$ cat src/rtl/clk_div_pkg.sv
// clk_div_pkg: shared types, default parameters and helpers for the
// run-time clock divider controller.
//   state_t        : controller states (IDLE, RUN, STOPPING)
//   DEF_SCALE      : default half-period loaded at reset
//   DEF_MAX_SCALE  : default largest legal half-period
//   scale_is_legal : 1 when a scale lies in 1..max_s
package clk_div_pkg;

  localparam int unsigned DEF_SCALE     = 2;
  localparam int unsigned DEF_MAX_SCALE = 256;

  typedef enum logic [1:0] {
    IDLE     = 2'd0,
    RUN      = 2'd1,
    STOPPING = 2'd2
  } state_t;

  function automatic logic scale_is_legal(input logic [31:0] s,
                                          input logic [31:0] max_s);
    return (s != 32'd0) && (s <= max_s);
  endfunction

endpackage

$ cat src/rtl/clk_div_core.sv
// clk_div_core: half-period counter and clock_out toggle.
//   i_clk      : clock
//   i_reset    : synchronous active-high reset
//   i_run      : divide while high; counter and output held at 0 when low
//   i_clear    : force counter and output to 0 (clean stop from low phase)
//   i_scale    : half-period length in cycles (1..2**SW-1)
//   o_boundary : high in the cycle whose edge ends the current half-period
//   o_clk      : divided clock
//   o_tick     : one-cycle pulse in the first cycle of each new o_clk level
module clk_div_core #(
  parameter int unsigned SW = 9
) (
  input  logic          i_clk,
  input  logic          i_reset,
  input  logic          i_run,
  input  logic          i_clear,
  input  logic [SW-1:0] i_scale,
  output logic          o_boundary,
  output logic          o_clk,
  output logic          o_tick
);

  logic [SW-1:0] r_count;
  logic          r_clk;
  logic          r_tick;

  assign o_boundary = i_run && (r_count == (i_scale - SW'(1)));
  assign o_clk      = r_clk;
  assign o_tick     = r_tick;

  always_ff @(posedge i_clk) begin
    if (i_reset || !i_run || i_clear) begin
      r_count <= '0;
      r_clk   <= 1'b0;
      r_tick  <= 1'b0;
    end else if (o_boundary) begin
      r_count <= '0;
      r_clk   <= ~r_clk;
      r_tick  <= 1'b1;
    end else begin
      r_count <= r_count + SW'(1);
      r_tick  <= 1'b0;
    end
  end

endmodule

$ cat src/rtl/clk_div_ctrl.sv
// clk_div_ctrl: start/stop sequencing and valid/ready scale configuration
// for the system clock divider. Scale changes and stops land only on
// half-period boundaries so clock_out never produces a runt pulse.
//   clock_in     : clock
//   reset        : synchronous active-high reset
//   start        : begin/resume division (level)
//   stop         : request a clean stop with clock_out low (level)
//   cfg_valid    : new scale offered
//   cfg_scale    : offered half-period in cycles
//   cfg_ready    : controller can accept a scale (low while one is pending)
//   cfg_err      : one-cycle pulse when an illegal scale was accepted
//   clock_out    : divided clock
//   tick         : pulse in the first cycle of every new clock_out level
//   running      : state is not IDLE
//   active_scale : scale currently in force
module clk_div_ctrl
  import clk_div_pkg::*;
#(
  parameter  int unsigned MAX_SCALE     = DEF_MAX_SCALE,
  parameter  int unsigned DEFAULT_SCALE = DEF_SCALE,
  localparam int unsigned SW            = $clog2(MAX_SCALE + 1)
) (
  input  logic          clock_in,
  input  logic          reset,
  input  logic          start,
  input  logic          stop,
  input  logic          cfg_valid,
  input  logic [SW-1:0] cfg_scale,
  output logic          cfg_ready,
  output logic          cfg_err,
  output logic          clock_out,
  output logic          tick,
  output logic          running,
  output logic [SW-1:0] active_scale
);

  state_t        r_state;
  state_t        w_next;
  logic          w_clear;
  logic          w_boundary;
  logic          w_accept;
  logic          w_legal;
  logic          r_pend;
  logic [SW-1:0] r_pend_scale;
  logic [SW-1:0] r_active;
  logic          r_err;

  clk_div_core #(.SW(SW)) u_core (
    .i_clk      (clock_in),
    .i_reset    (reset),
    .i_run      (r_state != IDLE),
    .i_clear    (w_clear),
    .i_scale    (r_active),
    .o_boundary (w_boundary),
    .o_clk      (clock_out),
    .o_tick     (tick)
  );

  assign running      = (r_state != IDLE);
  assign cfg_ready    = ~r_pend;
  assign cfg_err      = r_err;
  assign active_scale = r_active;
  assign w_accept     = cfg_valid && !r_pend;
  assign w_legal      = scale_is_legal(32'(cfg_scale), MAX_SCALE);

  always_comb begin
    w_next  = r_state;
    w_clear = 1'b0;
    unique case (r_state)
      IDLE: begin
        if (start && !stop) w_next = RUN;
      end
      RUN: begin
        if (stop) begin
          if (!clock_out) begin
            w_next  = IDLE;
            w_clear = 1'b1;
          end else if (w_boundary) begin
            // high phase ends on this very edge: the fall is already clean
            w_next = IDLE;
          end else begin
            w_next = STOPPING;
          end
        end
      end
      STOPPING: begin
        if (start && !stop) w_next = RUN;
        else if (w_boundary) w_next = IDLE;
      end
      default: w_next = IDLE;
    endcase
  end

  always_ff @(posedge clock_in) begin
    if (reset) begin
      r_state      <= IDLE;
      r_pend       <= 1'b0;
      r_pend_scale <= '0;
      r_active     <= SW'(DEFAULT_SCALE);
      r_err        <= 1'b0;
    end else begin
      r_state <= w_next;
      r_err   <= w_accept && !w_legal;
      if (r_pend) begin
        // pending scale lands on a boundary or whenever the divider is idle
        if (w_boundary || (w_next == IDLE) || (r_state == IDLE)) begin
          r_active <= r_pend_scale;
          r_pend   <= 1'b0;
        end
      end else if (w_accept && w_legal) begin
        if (r_state == IDLE) begin
          r_active <= cfg_scale;
        end else begin
          r_pend       <= 1'b1;
          r_pend_scale <= cfg_scale;
        end
      end
    end
  end

endmodule

$ cat config.mk
export PLATFORM = sky130hd
export DESIGN_NAME = clk_div_ctrl
export DESIGN_NICKNAME = d
export VERILOG_FILES = /design/src/rtl/clk_div_pkg.sv /design/src/rtl/clk_div_core.sv /design/src/rtl/clk_div_ctrl.sv
export SDC_FILE = /design/constraint.sdc
export NUM_CORES = 1
export LEC_CHECK = 0
export ABC_AREA = 0
export CAP_MARGIN = 20
export CORE_ASPECT_RATIO = 1.1
export CORE_MARGIN = 10
export CORE_UTILIZATION = 50
export CTS_BUF_LIST = sky130_fd_sc_hd__clkbuf_8
export CTS_CLUSTER_SIZE = 12
export DETAILED_ROUTE_END_ITERATION = 8
export MAX_ROUTING_LAYER = met4
export PLACE_DENSITY = 0.84
export SLEW_MARGIN = 20
export SYNTH_ARGS = -nofsm -noshare
export SYNTH_HDL_FRONTEND = slang
export SYNTH_HIERARCHICAL = 1
export SYNTH_SLANG_ARGS = --single-unit
$ cat constraint.sdc
create_clock -name clock_in -period 2.5 [get_ports clock_in]
set_input_delay 0.375 -clock clock_in [delete_from_list [all_inputs] [get_ports clock_in]]
set_output_delay 0.375 -clock clock_in [all_outputs]
set_load 0.1 [all_outputs]
==> run metrics <==
die width 76.4 um; Mapped Area about 0.0018 mm2; critical path launch point type register; Core Region 0.00336 mm2; cell area power density between 500 and 600 mW/mm2; Die Ht 82.1 um; Final Cycle Share between 90% and 100%; internal power between 0.0008 and 0.0009 W; Avg Vias per Cell approximately 5; post-route core utilization 66.2%; setup violators final 0; Hold Path Class reg -> reg; WL met3 132 um; fin crit period approximately 2.3 ns; flops & latches, synth 33; CTS tree done; worst hold margin approximately 0.50 ns; global-route wire length before repair roughly 6300 um; DR iter-0 viols 86; DRC violations left 0; Root Buffer clkbuf_8; CP Cell Sequence inv_1 -> ha_1 -> xnor3_1 -> nand4_1 -> nor3_2 -> nand3_1 -> nor2_1 -> nor2_4 -> or3_1 -> a21oi_1; Switch Pwr roughly 0.00034 W; GP Congestion 0.867; critical path's largest stage delay a little under 0.4 ns; YS warnings 6; area of the die around 0.0063 mm2; slowest stage cell, crit path dfxtp_4; Placed Cells approximately 270; number of global-route vias before repair 1,384; Combinational Power Share 18.1%; Row Count 22; H-tree Lvls 2; Sequential Area approximately 680 um2; commonest non-fill, non-tap cell in the layout nor2_1; via count 1,452; largest net degree at the start of global routing 19; Non-Filler Instances roughly 280; DP HPWL just under 3000 um; Least-Margin Pin Slew ~0.65 ns; commonest non-fill, non-tap cells in the layout nor2_1 (27), dfxtp_1 (25), buf_4 (25); Max Clk Rate roughly 0.43 GHz; Slew HR between 50% and 60%; synthesized area per cell between 9 and 10 um2; number of hold buffers added after cts 0; peak supply drop between 0.3 and 0.4 mV; Reg power frac between 40% and 50%; Leak about 0.88 nW; Detailed Route WL around 3700 um; Ant. Diodes 0; CP bufs+invs 1; clock share of power 36.3%; Total Routing Usage GR roughly an eighth; Critical Path Sink Type register; TNS Setup 0 ns; Avg WL per Cell 13.0 um; status finished clean; Synth cell types 38; clock latency on the worst-skew pair ~0.29 ns; Fillers 306; Setup CP Type reg -> reg; max-cap violation count 0; top sig layer met4; 1st-pass router iterations 4; Top Ports 28; Max Slew Vio Count 0; port bufs 27; synth-to-layout area growth 26.9%; worst-path fanout max 18; setup bufs post-CTS 0; initial core utilization 52.1%; clk buf depth 2; Cells after Synth ~190; final hold vios 0; global route total overflow 0; Reg clk slew, reported paths ~0.060 ns; final total power roughly 0.0012 W; CTS sink cnt 33; clk_skew about 0.009 ns; Critical Path RT 2.71 ns; Final #Nets around 250; Synth Net Count 210; critical path data arrival time between 2 and 3 ns; Top Family by Delay on Critical Path simple AND/OR/NAND/NOR gates; DRT met1 WL 1640 um; DRT antenna net count 0; Net Sw Frac between 20 and 30%; CTS buffer count 5; fraction of layout cells with a size suffix above 1 between 20% and 30%; met2 WL about 1900 um; area of the multi-input gates between 0.001 and 0.0015 mm2; post-synthesis sequential area ratio a little under two fifths; initial antenna violation count 0; post-CTS sizing 0
-- power by group through the flow --
stage	sequential (W)	clock, W	combinational (W)
6_report	0.000554	0.000441	0.000220
3_3_place_gp	0.000566	0	0.000218
3_5_place_dp	0.000567	0	0.000221
4_1_cts	0.000555	0.000454	0.000222
5_1_grt	0.000557	0.000472	0.000236
2_1_floorplan	0.000624	0	0.0000938
-- worst min-delay path: cells and delay by family (launching register included) --
kind	cells	cell delay, ns
simple gates	1	0.07
compound gates	1	0.05
flops	1	0.34
-- kinds of logic after synthesis --
| logic type | synth area share [%] |
|---|---|
| buffers and inverters | 4.36 |
| AOI/OAI and AO/OA | 11.2 |
| and+or+nand+nor | 24.2 |
| adders and majority gates | 1.43 |
| muxes | 10.3 |
| xor gates and xnor gates | 10.8 |
| DFF | 37.7 |
-- metrics by stage --
step	area (um2)	setup WS, ns
CTS	2220	0.0315
finish	2220	0.164
global placement	2120	0.0411
floorplan	1770	0.0563
global route	2220	-0.0175
detailed placement	2120	-0.00540
-- registers in the layout, summed over array words and instances, names as in the netlist --
name / flops
r_pend: 1
u_core/r_count: 9
r_pend_scale: 9
cfg_err: 1
r_state: 2
u_core/o_clk: 1
u_core/o_tick: 1
active_scale: 9
-- path summary, 6_finish.rpt --
kind                                                   start                      endpoint  slack, ns  depth (start not counted)
worst max-delay path            active_scale[1]$_SDFFE_PP1P_  active_scale[6]$_SDFFE_PP0P_       0.16                         10
worst min-delay path               u_core/o_clk$_SDFFE_PP0P_     u_core/o_clk$_SDFFE_PP0P_       0.50                          2
worst max register to register  active_scale[1]$_SDFFE_PP1P_  active_scale[6]$_SDFFE_PP0P_       0.16                         10
worst min register to register     u_core/o_clk$_SDFFE_PP0P_     u_core/o_clk$_SDFFE_PP0P_       0.50                          2
-- synthesized netlist by cell type (all sizes together) --
cell type	count	area, um2
a21oi	12	60.1
bufbuf	1	18.8
nand2	6	22.5
xnor3	1	22.5
nor2	29	111
a41o	1	11.3
ha	2	25.0
nor2b	2	12.5
o21ai	13	72.6
a32oi	1	8.76
nand4	1	6.26
inv	6	22.5
a41oi	1	27.5
xnor2	13	114
nand2b	5	31.3
nor3	9	50.1
buf	3	23.8
nand3	8	40.0
nor4	1	21.3
nor3b	1	12.5
or4	3	26.3
a211oi	2	15.0
and4b	1	10.0
dfxtp	33	661
or3	9	61.3
mux2i	18	180
xor2	6	52.6
clkbuf	3	11.3
and2	2	12.5
and3	1	6.26
-- area by class of cell --
type | count | share of cell area (%)
Sequential cell | 33 | 30.4
Clock buffer | 7 | 4.34
Inverter | 6 | 1.01
Tap cell | 48 | 2.70
Clock inverter | 1 | 0.225
Multi-Input combinational cell | 148 | 46.1
Timing Repair Buffer | 39 | 15.2
-- metal layers --
metal | global-route usage [%] | vias up
met2 | 21.8 | 26
met5 | - | -
met3 | 4.04 | 5
met4 | 4.28 | 0
li1 | - | 757
met1 | 13.5 | 664
(Power assumes the default switching activity.)
